<file path="src/rtl/ranging_pkg.sv">
// Shared state encoding and timing constants for the ultrasonic ranging sequencer.
// Two constant sets are provided: the 50 MHz defaults and a scaled-down set for simulation.
package ranging_pkg;

  localparam logic [2:0] IDLE      = 3'd0;
  localparam logic [2:0] TRIG      = 3'd1;
  localparam logic [2:0] WAIT_RISE = 3'd2;
  localparam logic [2:0] MEASURE   = 3'd3;
  localparam logic [2:0] REPORT    = 3'd4;
  localparam logic [2:0] HOLDOFF   = 3'd5;

  localparam int DEF_TRIG_CYCLES    = 500;
  localparam int DEF_TIMEOUT_CYCLES = 1500000;
  localparam int DEF_PERIOD_CYCLES  = 3000000;
  localparam int DEF_CYCLES_PER_CM  = 2900;
  localparam int DEF_MAX_CM         = 400;
  localparam int DEF_DIST_W         = 9;

  localparam int SIM_TRIG_CYCLES    = 4;
  localparam int SIM_TIMEOUT_CYCLES = 200;
  localparam int SIM_PERIOD_CYCLES  = 500;
  localparam int SIM_CYCLES_PER_CM  = 10;
  localparam int SIM_MAX_CM         = 15;
  localparam int SIM_DIST_W         = 9;

endpackage

</file>
<file path="src/rtl/ranging_controller_if.sv">
// Sensor-side and result-side signals of the ranging controller.
// The controller uses the slave view; the driver of enable/echo uses the master view.
interface ranging_controller_if #(
  parameter int DIST_W = 9
);
  logic              enable;
  logic              echo;
  logic              trig;
  logic [DIST_W-1:0] distance;
  logic              valid;
  logic              timeout_flag;
  logic              busy;

  modport master (
    output enable, echo,
    input  trig, distance, valid, timeout_flag, busy
  );

  modport slave (
    input  enable, echo,
    output trig, distance, valid, timeout_flag, busy
  );
endinterface

</file>
<file path="src/rtl/ranging_controller_edge_sync.sv">
// Two-flop synchronizer for an asynchronous input plus a delay flop for edge detection.
// level lags din by 2 clocks; rise/fall are single-cycle pulses aligned with level.
module edge_sync (
  input  logic clock,
  input  logic reset,
  input  logic din,
  output logic level,
  output logic rise,
  output logic fall
);
  logic meta;
  logic level_q;
  logic dly;

  always_ff @(posedge clock or posedge reset) begin
    if (reset) begin
      meta    <= 1'b0;
      level_q <= 1'b0;
      dly     <= 1'b0;
    end else begin
      meta    <= din;
      level_q <= meta;
      dly     <= level_q;
    end
  end

  assign level = level_q;
  assign rise  = level_q & ~dly;
  assign fall  = ~level_q & dly;
endmodule

</file>
<file path="src/rtl/ranging_controller.sv">
// Periodic trigger / echo-width ranging sequencer; distance in cm from a wrapping sub-counter.
// valid pulses during the REPORT cycle, one clock after echo fall (or timeout) is seen.
module ranging_controller
  import ranging_pkg::*;
#(
  parameter int TRIG_CYCLES    = DEF_TRIG_CYCLES,
  parameter int TIMEOUT_CYCLES = DEF_TIMEOUT_CYCLES,
  parameter int PERIOD_CYCLES  = DEF_PERIOD_CYCLES,
  parameter int CYCLES_PER_CM  = DEF_CYCLES_PER_CM,
  parameter int MAX_CM         = DEF_MAX_CM,
  parameter int DIST_W         = DEF_DIST_W
) (
  input logic clock,
  input logic reset,
  ranging_controller_if.slave bus
);
  localparam int CNT_MAX = (TIMEOUT_CYCLES > TRIG_CYCLES) ? TIMEOUT_CYCLES : TRIG_CYCLES;
  localparam int CNT_W   = $clog2(CNT_MAX);
  localparam int WID_W   = $clog2(TIMEOUT_CYCLES);
  localparam int PER_W   = $clog2(PERIOD_CYCLES);
  localparam int SUB_W   = (CYCLES_PER_CM > 1) ? $clog2(CYCLES_PER_CM) : 1;

  localparam logic [CNT_W-1:0]  TRIG_LAST = CNT_W'(TRIG_CYCLES - 1);
  localparam logic [CNT_W-1:0]  WAIT_LAST = CNT_W'(TIMEOUT_CYCLES - 1);
  localparam logic [WID_W-1:0]  WID_LAST  = WID_W'(TIMEOUT_CYCLES - 1);
  localparam logic [PER_W-1:0]  PER_LAST  = PER_W'(PERIOD_CYCLES - 1);
  localparam logic [SUB_W-1:0]  SUB_LAST  = SUB_W'(CYCLES_PER_CM - 1);
  localparam logic [DIST_W-1:0] CM_MAX    = DIST_W'(MAX_CM);

  logic [2:0]        state;
  logic [CNT_W-1:0]  cnt;
  logic [WID_W-1:0]  width;
  logic [PER_W-1:0]  period_cnt;
  logic [SUB_W-1:0]  sub;
  logic [DIST_W-1:0] cm;
  logic [DIST_W-1:0] distance_q;
  logic              valid_q;
  logic              timeout_q;
  logic              echo_s;
  logic              rise;
  logic              fall;

  edge_sync u_echo_sync (
    .clock (clock),
    .reset (reset),
    .din   (bus.echo),
    .level (echo_s),
    .rise  (rise),
    .fall  (fall)
  );

  always_ff @(posedge clock or posedge reset) begin
    if (reset) begin
      state      <= IDLE;
      cnt        <= '0;
      width      <= '0;
      period_cnt <= '0;
      sub        <= '0;
      cm         <= '0;
      distance_q <= '0;
      valid_q    <= 1'b0;
      timeout_q  <= 1'b0;
    end else begin
      valid_q <= 1'b0;
      if (state != IDLE) period_cnt <= period_cnt + 1'b1;
      case (state)
        IDLE: begin
          if (bus.enable) begin
            state      <= TRIG;
            cnt        <= '0;
            period_cnt <= '0;
          end
        end
        TRIG: begin
          if (cnt == TRIG_LAST) begin
            state <= WAIT_RISE;
            cnt   <= '0;
          end else begin
            cnt <= cnt + 1'b1;
          end
        end
        // Edge-triggered: an echo already high here must fall and rise again.
        WAIT_RISE: begin
          if (rise) begin
            state <= MEASURE;
            cm    <= '0;
            sub   <= '0;
            width <= '0;
          end else if (cnt == WAIT_LAST) begin
            state      <= REPORT;
            distance_q <= CM_MAX;
            timeout_q  <= 1'b1;
            valid_q    <= 1'b1;
          end else begin
            cnt <= cnt + 1'b1;
          end
        end
        MEASURE: begin
          if (fall) begin
            state      <= REPORT;
            distance_q <= cm;
            timeout_q  <= 1'b0;
            valid_q    <= 1'b1;
          end else if (width == WID_LAST) begin
            state      <= REPORT;
            distance_q <= CM_MAX;
            timeout_q  <= 1'b1;
            valid_q    <= 1'b1;
          end else if (echo_s) begin
            width <= width + 1'b1;
            if (sub == SUB_LAST) begin
              sub <= '0;
              if (cm != CM_MAX) cm <= cm + 1'b1;
            end else begin
              sub <= sub + 1'b1;
            end
          end
        end
        REPORT: state <= HOLDOFF;
        HOLDOFF: begin
          if (period_cnt == PER_LAST) begin
            if (bus.enable) begin
              state      <= TRIG;
              cnt        <= '0;
              period_cnt <= '0;
            end else begin
              state <= IDLE;
            end
          end
        end
        default: state <= IDLE;
      endcase
    end
  end

  // trig decodes the state flop so an asynchronous reset drops it immediately.
  assign bus.trig         = (state == TRIG);
  assign bus.busy         = (state != IDLE);
  assign bus.distance     = distance_q;
  assign bus.valid        = valid_q;
  assign bus.timeout_flag = timeout_q;
endmodule

</file>
<file path="src/flat_wrapper.sv">
// flat-port wrapper written by rule: the top's interface ports become plain ports
module ranging_controller_flat import ranging_pkg::*;
#(
  parameter int TRIG_CYCLES    = DEF_TRIG_CYCLES,
  parameter int TIMEOUT_CYCLES = DEF_TIMEOUT_CYCLES,
  parameter int PERIOD_CYCLES  = DEF_PERIOD_CYCLES,
  parameter int CYCLES_PER_CM  = DEF_CYCLES_PER_CM,
  parameter int MAX_CM         = DEF_MAX_CM,
  parameter int DIST_W         = DEF_DIST_W
)
  (clock, reset, bus_enable, bus_echo, bus_trig, bus_distance, bus_valid, bus_timeout_flag, bus_busy);
  ranging_controller_if #(.DIST_W(DIST_W)) bus_i ();
  input logic clock;
  input logic reset;
  input wire logic [$bits(bus_i.enable)-1:0] bus_enable;
  input wire logic [$bits(bus_i.echo)-1:0] bus_echo;
  output wire logic [$bits(bus_i.trig)-1:0] bus_trig;
  output wire logic [$bits(bus_i.distance)-1:0] bus_distance;
  output wire logic [$bits(bus_i.valid)-1:0] bus_valid;
  output wire logic [$bits(bus_i.timeout_flag)-1:0] bus_timeout_flag;
  output wire logic [$bits(bus_i.busy)-1:0] bus_busy;
  assign bus_i.enable = bus_enable;
  assign bus_i.echo = bus_echo;
  assign bus_trig = bus_i.trig;
  assign bus_distance = bus_i.distance;
  assign bus_valid = bus_i.valid;
  assign bus_timeout_flag = bus_i.timeout_flag;
  assign bus_busy = bus_i.busy;
  ranging_controller #(.TRIG_CYCLES(TRIG_CYCLES), .TIMEOUT_CYCLES(TIMEOUT_CYCLES), .PERIOD_CYCLES(PERIOD_CYCLES), .CYCLES_PER_CM(CYCLES_PER_CM), .MAX_CM(MAX_CM), .DIST_W(DIST_W)) u_core (.clock(clock), .reset(reset), .bus(bus_i));
endmodule
</file>
<file path="config.mk">
export PLATFORM = sky130hd
export DESIGN_NAME = ranging_controller_flat
export DESIGN_NICKNAME = d
export VERILOG_FILES = /design/src/rtl/ranging_pkg.sv /design/src/rtl/ranging_controller_if.sv /design/src/rtl/ranging_controller_edge_sync.sv /design/src/rtl/ranging_controller.sv /design/src/flat_wrapper.sv
export SDC_FILE = /design/constraint.sdc
export NUM_CORES = 1
export LEC_CHECK = 0
export CORE_MARGIN = 5
export CORE_UTILIZATION = 62
export DETAILED_ROUTE_END_ITERATION = 8
export PLACE_DENSITY = 0.81
export SYNTH_ARGS = -nofsm -noshare
export SYNTH_HDL_FRONTEND = slang
export SYNTH_HIERARCHICAL = 1
export SYNTH_SLANG_ARGS = --single-unit
export TNS_END_PERCENT = 1
</file>
<file path="constraint.sdc">
create_clock -name clock -period 3.6 [get_ports clock]
set_input_delay 0.72 -clock clock [delete_from_list [all_inputs] [get_ports clock]]
set_output_delay 0.72 -clock clock [all_outputs]
set_load 0.02 [all_outputs]
</file>
# Word level (Yosys, flattened, before mapping)
# Cells that the tools add are included.
[classes] n_addsub=5 n_eq_ne=25 n_mux=52 bitwise=4 n_reduce_logical=9
[ops] cell="$mux 21" n=9
[ops] cell="$mux 9" n=10
[ops] cell="$pmux 21 s4" n=1
[ops] cell="$mux 22" n=3
[ops] cell="$mux 12" n=5
[ops] cell="$pmux 22 s2" n=1
[ops] cell="$add 21x1->21 const B" n=2
[ops] cell="$eq 21x21->1 const B" n=2
[ops] cell="$pmux 21 s2" n=1
[ops] cell="$pmux 9 s2" n=2
[ops] cell="$pmux 12 s2" n=1
[ops] cell="$add 22x1->22 const B" n=1
[ops] cell="$eq 22x22->1 const B" n=1
[ops] cell="$eq 21x9->1 const B" n=1
[ops] cell="$mux 3" n=7
[ops] cell="$pmux 3 s6" n=1
[ops] cell="$add 12x1->12 const B" n=1
[ops] cell="$eq 12x12->1 const B" n=1
[ops] cell="$ne 2x1->1 const B" n=6
[ops] cell="$ne 2x2->1 const B" n=6
[ops] cell="$reduce_and 5->1" n=2
[ops] cell="$add 9x1->9 const B" n=1
[ops] cell="$mux 1" n=9
[ops] cell="$ne 9x9->1 const B" n=1
[ops] cell="13 further kinds" n=20
[totals] register_bits=102 elab_cells=107

# Longest topological paths before layout
# Gate-level depths: netlist of run 1.
[depth] ltp_word=7 ltp_mapped=9

# Modules after synthesis
# Netlist of run 1, hierarchy kept.
[by_module_without_submodules] mod="ranging_controller" instances=1 cells_each=564 area_each_um2=5268.8 seq_area_each_um2=2477.4
[by_module_without_submodules] mod="edge_sync" instances=1 cells_each=6 area_each_um2=93.8 seq_area_each_um2=75.1

# Worst setup path after synthesis of run 1
# Ideal clock, no wire load.
[synth_path] path_type="flip-flop to flip-flop" from="register u_core.cnt[11]" to="register u_core.state[2]" arrival_time_ps=2097 path_slack_ps=1385 stages_incl_launch_ff=7 n_path_buf=0 path_cell_list="dfrtp_1 -> or4_4 -> or2_4 -> or3_1 -> a221oi_2 -> o21ai_1 -> a21o_1"
[synth_via] elab_chain_len=3 elab_cells_between_ends=5
[synth_lines] element="start: declaration" line="ranging_controller.sv:31" text="logic [CNT_W-1:0] cnt;"
[synth_lines] element="start signal: assignment" line="ranging_controller.sv:79" text="cnt <= cnt + 1'b1;"
[synth_lines] element="start signal: assignment" line="ranging_controller.sv:95" text="cnt <= cnt + 1'b1;"
[synth_lines] element="$eq 21x21->1 or $eq 21x9->1 (tied branches)" line="ranging_controller.sv:89, ranging_controller.sv:75"
[synth_lines] element="$ne 3x1->1 (no line) or $ne 2x1->1 (tied branches)"
[synth_lines] element="$reduce_and 5->1 (no line) (*)"
[synth_lines] element="end signal: assignment" line="ranging_controller.sv:85" text="state <= MEASURE;"
[synth_lines] element="end signal: assignment" line="ranging_controller.sv:90" text="state <= REPORT;"
[synth_lines] element="end signal: assignment" line="ranging_controller.sv:100" text="state <= REPORT;"
[synth_lines] element="end: declaration" line="ranging_controller.sv:30" text="logic [2:0] state;"
# Every way passes the cells marked *; elsewhere a longest branch is shown, timed or not.
# A chain may end at the register's enable or synchronous reset.

# Worst setup path in the final report of run 1
[layout_path] from="register u_core.state[0]" to="output bus_busy"
[layout_via] elab_chain_len=1
[layout_lines] element="start signal: assignment" line="ranging_controller.sv:54" text="state <= IDLE;"
[layout_lines] element="start signal: assignment" line="ranging_controller.sv:69" text="state <= TRIG;"
[layout_lines] element="start signal: assignment" line="ranging_controller.sv:76" text="state <= WAIT_RISE;"
[layout_lines] element="$reduce_bool 3->1" line="ranging_controller.sv:138" text="assign bus.busy = (state != IDLE);"
[layout_lines] element="end: declaration" line="flat_wrapper.sv:21" text="output wire logic [$bits(bus_i.busy)-1:0] bus_busy;"
# No other way between the ends.

==> qor.yml, run 1 <==
p_sw_uw: 395
tightest_slew_ns: 0.883
rsz0062_at_grt: "false"
synth_ff_type: "dfrtp_1"
chipWidth_um: 103
cts_setup_buffers: 0
synth_area_mm2: 0.00536
slew_viol_final: 0
ys.warnings.count: 6
ir_drop_mv: 0.252
cts_buffer_depth: 2
track_usage_pct: 22.6
final_common_cell: "dfrtp_1"
area_growth_pct: 8.12
async_reset_ff_share_pct: 100
min_period_ns: 3.04
dieArea_mm2: 0.0106
setup_tns_ns: 0
drtAntennaViolNets: 0
grt_max_degree: 100
max_stage_delay_ns: 0.62
initial_utilization_pct: 62.4
cpMaxStageDelayCell: "clkdlybuf4s50_1"
dpl.cell_count: 684
syn_inst: 570
cts_resized: 0
ys_ff_latch: 102
placementRows: 34
totalWireLength_um: 11200
sw_frac_of_total_pct: 22.0
htree_levels: 3
p_per_area_mw_per_mm2: 310
synth_enable_flop_cells: 0
antenna_found_initial: 0
pwr-share-seq_pct: 63.8
cp-start-kind: "flip-flop"
core_area_mm2: 0.00859
routabilityCongestion: 0.872
nets: 597
antenna_cells: 0
clk_pin_slew_ns: 0.09
p_int_mw: 1.40
layout_common_cells: "102 x dfrtp_1, 64 x nor2_1, 49 x nand2_1"
setup_viol: 0
vias_per_cell: 6.13
end_kind: "output pin"
cts_tree: "built"
grt_pass1_vias: 4231
insertion_delay_ns: 0.36
drt_drc_violations_left: 0
cp.required_ns: 2.88
critPathKind: "reg2out"
drtIter0Drc: 229
arrival_ns: 2.32
power.clock.fraction_pct: 34.3
ys_seq_area_share_pct: 47.6
synth.avg_cell_area_um2: 9.41
status: "finished, final reports clean"
grt_pass1_wl_um: 19400
yosysUniqueCellTypes: 62
drive_above_1_share_pct: 5.58
numCtsBuffers: 9
hold_violations: 0
numPortBuffers: 16
worstPathMaxFanout: 15
finalClockSkew_ns: 0.0103
cts.sinks: 102
wl_per_cell_um: 16.0
slew_headroom_pct: 41.0
syn_nets: 580
place_hpwl_um: 7540
hold_buffers: 0
dr.pass1.iters: 5
period_share_pct: 84.6
num_vias: 4282
boundaryPins: 17
overflow: 0
crit_chain: "nor3_1 -> clkinv_1 -> clkdlybuf4s50_1"
drv_cap: 0
min_path_type: "reg2reg"
p_leak_nw: 2.62
fmax_mhz: 328
clockRootBuffer: "clkbuf_8"
power_frac_comb_pct: 1.9
final_cells: 699
die_height_um: 103
[cell type report]
type | count | area (µm²)
inverters | 14 | 55.1
flip-flops and latches | 102 | 2550
well taps | 108 | 135
fillers | 682 | 2800
repair buffers | 23 | 225
clock inverters | 3 | 22.5
clock buffers | 12 | 135
multi-input cells | 437 | 2670
[registers in the layout (all words and copies together), names as in the netlist]
signal	cells
u_core/bus.distance	9
u_core/bus.timeout_flag	1
u_core/bus.valid	1
u_core/cm	9
u_core/cnt	21
u_core/period_cnt	22
u_core/state	3
u_core/sub	12
u_core/u_echo_sync/dly	1
u_core/u_echo_sync/level	1
u_core/u_echo_sync/meta	1
u_core/width	21
[path summary, 6_finish.rpt]
path,startpoint,end,slack (ns),depth (start not counted)
setup / recovery,u_core/state[0],bus_busy,0.56,3
hold / removal,u_core/u_echo_sync/meta,u_core/u_echo_sync/level,0.36,0
setup reg to reg,u_core/cnt[11],u_core/cnt[7],0.98,6
hold reg to reg,u_core/u_echo_sync/meta,u_core/u_echo_sync/level,0.36,0
max in group asynchronous,reset,u_core/bus.distance[4],2.37,3
min in group asynchronous,reset,u_core/u_echo_sync/level,0.61,2
[power groups by stage]
stage / clock network, mW / logic [mW] / registers [mW]
after floorplan: 0 / 0.0212 / 1.17
after global placement: 0 / 0.0350 / 1.17
after detailed placement: 0 / 0.0361 / 1.17
after CTS: 0.640 / 0.0361 / 1.15
after global routing: 0.686 / 0.0400 / 1.15
final: 0.616 / 0.0340 / 1.15
[stage by stage]
stage	util (%)	instance area, µm²	power, mW	worst slack (ns)	hold slack (ns)
after floorplan	-	5360	1.19	0.290	0.331
after global placement	65.6	5640	1.21	0.748	0.341
after detailed placement	65.6	5640	1.21	0.693	0.344
after CTS	67.5	5800	1.82	0.555	0.365
after global routing	67.5	5800	1.87	0.373	0.369
final	67.5	5800	1.80	0.555	0.361
[routing by layer]
layer | GRT usage (%) | vias to the layer above | part of all wire, %
met4 | 6.18 | 0 | 0.89
li1 | - | 2081 | -
met2 | 39.0 | 101 | 50
met1 | 29.2 | 2089 | 45
met3 | 4.53 | 11 | 3.9
met5 | 0 | - | 0
[synthesized netlist by cell type, drive strengths merged (6+ instances only)]
| cell type | number | area, µm² |
|---|---|---|
| a21oi | 15 | 75.1 |
| a22o | 6 | 52.6 |
| and2 | 12 | 75.1 |
| and3 | 20 | 126 |
| and4 | 8 | 70.1 |
| buf | 7 | 52.5 |
| clkbuf | 10 | 37.5 |
| dfrtp | 102 | 2550 |
| ha | 6 | 75.1 |
| inv | 13 | 48.8 |
| nand2 | 49 | 184 |
| nand2b | 19 | 121 |
| nand3 | 45 | 225 |
| nand4 | 18 | 119 |
| nor2 | 64 | 240 |
| nor3 | 8 | 40.0 |
| nor4 | 8 | 56.3 |
| o21ai | 49 | 245 |
| o31ai | 10 | 75.1 |
| xnor2 | 11 | 96.3 |
| xor2 | 29 | 254 |
[cell families (layout without fill, tap and decap cells)]
logic type               count (synthesis)  count (layout)  synth area share (%)
AND/OR/NAND/NOR                        279             279                  27.8
AO/OA/AOI/OAI                          108             108                  13.3
flip-flops                             102             102                  47.6
XOR/XNOR                                40              40                  6.53
buffers and inverters                   31              52                  2.66
adder cells (fa/ha/maj)                  7               7                  1.59
multiplexers                             3               3                 0.560
[critical path: cells and delay by family, from the launching register on]
family	cells	cell delay, ns
AND/OR/NAND/NOR	1	0.49
flip-flops	1	0.55
buffers and inverters	2	0.93
(Power assumes the default switching activity.)
==> run 2: changes to the inputs <==
- CORE_UTILIZATION: 62 -> 56
- PLACE_DENSITY: 0.81 -> 0.78
- clock period: 3.6 -> 2.6 ns (I/O delays scaled with it)
==> qor.yml, run 2 (synthesized netlist as in run 1, its figures left out) <==
multi_input_area_mm2: 0.00268  # +0.33%
place_hpwl_um: 8180  # +8.5%
die_height_um: 108  # +4.7%
r2r_slack_ns: 0.10  # -0.88 ns
numPortBuffers: 16  # unchanged
largest_reg_flops: 22  # unchanged
initial_utilization_pct: 57.8  # -4.6 points
n_fill_cell: 741  # +8.7%
cts_buffer_depth: 2  # unchanged
critPathCapture: "u_core/cnt[12]"
status: "finished, final reports clean"
arrival_ns: 2.75  # +0.43 ns
gr-usage-met2_pct: 34.8  # -4.2 points
drv_cap: 0  # unchanged
antenna_found_initial: 0  # unchanged
reg2reg_from: "u_core/cnt[12]"
reg2reg_depth: 6  # unchanged
final_common_cell: "dfrtp_1"
totalWireLength_um: 11800  # +5.5%
htree_levels: 3  # unchanged
fmax_mhz: 400
p_per_area_mw_per_mm2: 417  # +34%
grt_max_degree: 100  # unchanged
end_kind: "flip-flop"
chipWidth_um: 108  # +4.7%
grt_pass1_wl_um: 20800  # +6.9%
worstPathMaxFanout: 13  # -2
hold_violations: 0  # unchanged
ir_drop_mv: 0.447  # +78%
routabilityCongestion: 0.889  # +2.0%
dieArea_mm2: 0.0116  # +9.6%
cp.required_ns: 2.85  # -0.03 ns
setup_viol: 0  # unchanged
cts.sinks: 102  # unchanged
slew_headroom_pct: 58.8  # +18 points
clockRootBuffer: "clkbuf_8"
period_share_pct: 96.1
top_regs: "u_core/period_cnt: 22 flops, u_core/cnt: 21 flops, u_core/width: 21 flops"
antenna_cells: 0  # unchanged
tightest_slew_ns: 0.609  # -0.274 ns
drive_above_1_share_pct: 8.22  # +2.6 points
p_leak_nw: 2.71  # +3.4%
drt_drc_violations_left: 0  # unchanged
wl_per_cell_um: 16.0  # about the same
whs_ns: 0.360  # -0.000796 ns
grt_pass1_vias: 4358  # +3.0%
finalInstanceArea_mm2: 0.00596  # +2.7%
hold_buffers: 0  # unchanged
nets: 614  # +2.8%
clk_pin_slew_ns: 0.09  # about the same
area_growth_pct: 11.1
insertion_delay_ns: 0.37  # about the same
num_vias: 4364  # +1.9%
slew_viol_final: 0  # unchanged
layout_common_cells: "101 x dfrtp_1, 64 x nor2_1, 49 x nand2_1"
numCtsBuffers: 9  # unchanged
rsz0062_at_grt: "false"
finalClockSkew_ns: 0.0156  # +0.00530 ns
regMostFlops: "u_core/period_cnt"
drtIter0Drc: 306  # +34%
cts_tree: "built"
use_met3_pct: 4.08  # -0.45 points
regToRegEndpoint: "u_core/cnt[12]"
min_path_type: "reg2reg"
track_usage_pct: 21.9  # -0.69 points
globalRoute.busiestLayer: "met2"
dr.pass1.iters: 6  # +1
cp-start-kind: "flip-flop"
grtUsageMet1_pct: 31.0  # +1.9 points
placed_area_mm2: 0.00580  # +2.8%
core_area_mm2: 0.00928  # +8.0%
crit_start: "u_core/cnt[12]"
vias_per_cell: 5.92  # -3.3%
overflow: 0  # unchanged
drtAntennaViolNets: 0  # unchanged
min_period_ns: 2.50
seq_area_mm2: 0.00255  # about the same
boundaryPins: 17  # unchanged
placementRows: 35  # +2.9%
critPathKind: "reg2reg"
[run 2: power by group]
group	internal, mW	switching [mW]
logic	0.0114	0.0376
clock network	0.342	0.503
registers	1.59	0.00204
[run 2: what timing repair did]
item	4_1_cts	5_1_grt
setup endpoints to repair	0	6
gates resized for setup	0	3
hold endpoints to repair	0	0
buffers inserted	0	0
[run 2: layout make-up]
cell class	instances	area share [%]
Timing Repair Buffer	40	5.97
Sequential cell	102	42.9
Multi-Input combinational cell	437	45.0
Clock buffer	13	2.33
Tap cell	129	2.71
Clock inverter	2	0.168
Inverter	14	0.945
[run 2: how the worst min path moves through the flow]
stage	startpoint	end	slack (ns)	cells after the start
6_report	u_core/u_echo_sync/meta	u_core/u_echo_sync/level	0.36	0
5_1_grt	u_core/u_echo_sync/meta	u_core/u_echo_sync/level	0.38	0
4_1_cts	u_core/u_echo_sync/meta	u_core/u_echo_sync/level	0.37	0
3_5_place_dp	u_core/u_echo_sync/meta	u_core/u_echo_sync/level	0.34	0
3_3_place_gp	u_core/u_echo_sync/meta	u_core/u_echo_sync/level	0.34	0
2_1_floorplan	reset	u_core/u_echo_sync/dly	0.27	1
[run 2: through the flow]
stage	cells	TNS [ns]	util (%)	total power [mW]	setup WS (ns)
4_1_cts	737	0	64.0	2.51	0.0194
6_report	737	0	64.2	2.48	0.101
3_3_place_gp	722	-0.0422	62.4	1.67	-0.0324
3_5_place_dp	722	-0.132	62.4	1.67	-0.0408
5_1_grt	737	0	64.2	2.58	0.0399
2_1_floorplan	570	0	-	1.65	0.385
[run 2: layer usage]
layer  wire, µm  part of all wire [%]  up-vias
met4        148                   1.3        0
met5          0                     0        -
li1           -                     -     2120
met3        539                   4.6       13
met2       5640                    48       96
met1       5450                    46     2135
[run 2: critical path, cell delays in order (launching register included)]
cell and delay (ns):
dfrtp_1 0.47, or4_4 0.57, or2_4 0.28, o41a_4 0.54, nand2b_2 0.27, buf_4 0.19
o21ai_1 0.07
==> run 3: changes to the inputs <==
- HOLD_SLACK_MARGIN: default -> 0.1
- SYNTH_HIERARCHICAL: 1 -> default
==> qor.yml, run 3 <==
critPathKind: "reg2reg"
placementRows: 36  # +2.9%
power_frac_comb_pct: 2.0  # about the same
rsz0062_at_grt: "false"
numCtsBuffers: 9  # unchanged
p_total_mw: 2.80  # +13%
p_leak_nw: 2.60  # -3.9%
chipWidth_um: 109  # +1.4%
drv_cap: 0  # unchanged
min_period_ns: 2.49  # -0.00687 ns
p_per_area_mw_per_mm2: 450  # +7.8%
drive_above_1_share_pct: 11.2  # +3.0 points
insertion_delay_ns: 0.37  # about the same
finalClockSkew_ns: 0.00972  # -0.00589 ns
hold_violations: 0  # unchanged
synth.avg_cell_area_um2: 9.28  # -1.3%
synth_area_mm2: 0.00553  # +3.2%
synth_common_cells: "102 x dfrtp_1, 67 x nor2_1, 44 x nand2_1"
largest_reg_flops: 22  # unchanged
r2r_slack_ns: 0.11  # about the same
initial_utilization_pct: 57.1  # -0.63 points
ys.warnings.count: 0  # -6
yosysTopAreaCellShare_pct: 46.1  # -1.5 points
htree_levels: 3  # unchanged
dieArea_mm2: 0.0120  # +2.9%
worstPathMaxFanout: 5  # -8
drt_drc_violations_left: 0  # unchanged
yosysMostFrequentCell: "dfrtp_1"
drtIter0Drc: 300  # -2.0%
sw_frac_of_total_pct: 20.6  # -1.3 points
final_cells: 767  # +4.1%
dr.pass1.iters: 6  # unchanged
power.clock.fraction_pct: 41.2  # +7.2 points
num_vias: 4673  # +7.1%
cp.required_ns: 2.87  # +0.02 ns
period_share_pct: 95.8  # -0.26 points
syn_nets: 606  # +4.5%
grt_pass1_vias: 4491  # +3.1%
syn_inst: 596  # +4.6%
nets: 639  # +4.1%
final_common_cell: "dfrtp_1"
synth_ff_type: "dfrtp_1"
synth.area.top_cells: "dfrtp_1 46%, xnor2_1 4.9%, nor2_1 4.5%"
cts_setup_buffers: 0  # unchanged
p_sw_uw: 577  # +6.3%
end_kind: "flip-flop"
n_fill_cell: 784  # +5.8%
die_height_um: 109  # +1.4%
p_int_mw: 2.23  # +15%
ys_seq_area_share_pct: 46.1  # -1.5 points
area_growth_pct: 12.7
clockRootBuffer: "clkbuf_8"
tightest_slew_ns: 0.672  # +0.0629 ns
core_area_mm2: 0.00968  # +4.3%
wl_per_cell_um: 16.1  # +1.1%
top_regs: "u_core.period_cnt: 22 flops, u_core.cnt: 21 flops, u_core.width: 21 flops"
status: "finished, final reports clean"
synth_enable_flop_cells: 0  # unchanged
ir_drop_mv: 0.500  # +12%
track_usage_pct: 22.5  # +0.60 points
cp-start-kind: "flip-flop"
slew_viol_final: 0  # unchanged
setup_viol: 0  # unchanged
slew_headroom_pct: 54.9  # -3.9 points
vias_per_cell: 6.09  # +2.9%
grt_max_degree: 50  # -50%
layout_common_cells: "102 x dfrtp_1, 67 x nor2_1, 44 x nand2_1"
antenna_found_initial: 0  # unchanged
regMostFlops: "u_core.period_cnt"
cts_buffer_depth: 2  # unchanged
numPortBuffers: 16  # unchanged
cts.sinks: 102  # unchanged
routabilityCongestion: 0.908  # +2.0%
drtAntennaViolNets: 0  # unchanged
dpl.cell_count: 751  # +4.0%
totalWireLength_um: 12400  # +5.2%
setup_tns_ns: 0  # unchanged
antenna_cells: 0  # unchanged
min_path_type: "reg2reg"
clk_pin_slew_ns: 0.10  # about the same
grt_pass1_wl_um: 21600  # +4.1%
pwr-share-seq_pct: 56.8  # -7.2 points
ys_ff_latch: 102  # unchanged
cts_tree: "built"
place_hpwl_um: 8890  # +8.6%
arrival_ns: 2.76  # about the same
synth.largest_area_cell: "dfrtp_1"
async_reset_ff_share_pct: 100  # unchanged
boundaryPins: 17  # unchanged
overflow: 0  # unchanged
fmax_mhz: 401  # +0.28%
yosysUniqueCellTypes: 69  # +11%
-- run 3: what timing repair did --
item | 4_1_cts | 5_1_grt
endpoints found under the setup margin | 1 | 1
resized for setup | 1 | 1
hold buffers | 0 | 0
hold endpoints to repair | 0 | 0
-- run 3: final cells by class --
class                           count  area (µm²)  share of cell area [%]
Multi-Input combinational cell    454        2800                    45.0
Sequential cell                   102        2550                    40.9
Timing Repair Buffer               47         419                    6.72
Clock buffer                       13         169                    2.71
Tap cell                          133         166                    2.67
Clock inverter                      3        65.1                    1.04
Inverter                           15        60.1                   0.963
-- run 3: final timing paths --
check,start,to,cells after the start
setup / recovery,u_core.period_cnt[13],u_core.cnt[15],6
hold / removal,u_core.u_echo_sync.meta,u_core.u_echo_sync.level,0
setup reg to reg,u_core.period_cnt[13],u_core.cnt[15],6
hold reg to reg,u_core.u_echo_sync.meta,u_core.u_echo_sync.level,0
max in group asynchronous,reset,u_core.width[13],3
min in group asynchronous,reset,u_core.sub[7],2
-- run 3: power by group through the flow --
stage	Clock [mW]	Sequential [mW]	Combinational, mW
finish	1.15	1.59	0.0574
CTS	1.18	1.59	0.0598
floorplan	0	1.62	0.0315
global placement	0	1.62	0.0581
detailed placement	0	1.62	0.0593
global route	1.25	1.59	0.0664
-- run 3: kinds of logic after synthesis --
kind of cell,synth area share [%]
and+or+nand+nor,30.3
AOI/OAI and AO/OA,11.7
DFF,46.1
buffers and inverters,3.21
xor gates and xnor gates,6.02
muxes,1.29
adders and majority gates,1.36
-- run 3: metal layers --
layer  track usage (%)  vias to the layer above  wire length [µm]
li1                  -                     2242                 -
met1              30.1                     2252              5440
met2              37.2                      156              6130
met3              3.41                       23               577
met4              8.55                        0               236
met5                 0                        -                 0
-- run 3: per-stage QoR --
step | hold slack, ns | cell area [µm²] | worst slack [ns] | utilization [%]
floorplan | 0.331 | 5540 | 0.249 | -
global placement | 0.336 | 6000 | 0.149 | 62.0
detailed placement | 0.336 | 6000 | 0.0985 | 62.0
CTS | 0.360 | 6230 | 0.0983 | 64.4
global route | 0.361 | 6230 | 0.0160 | 64.4
finish | 0.366 | 6230 | 0.108 | 64.4
-- run 3: critical path: stages, from the launching register on --
cell     delay (ns)
dfrtp_1        0.43
or4_4          0.54
nor4_4         0.34
a21oi_2        0.14
or4b_4         0.57
o21a_1         0.18
o21ba_1        0.17
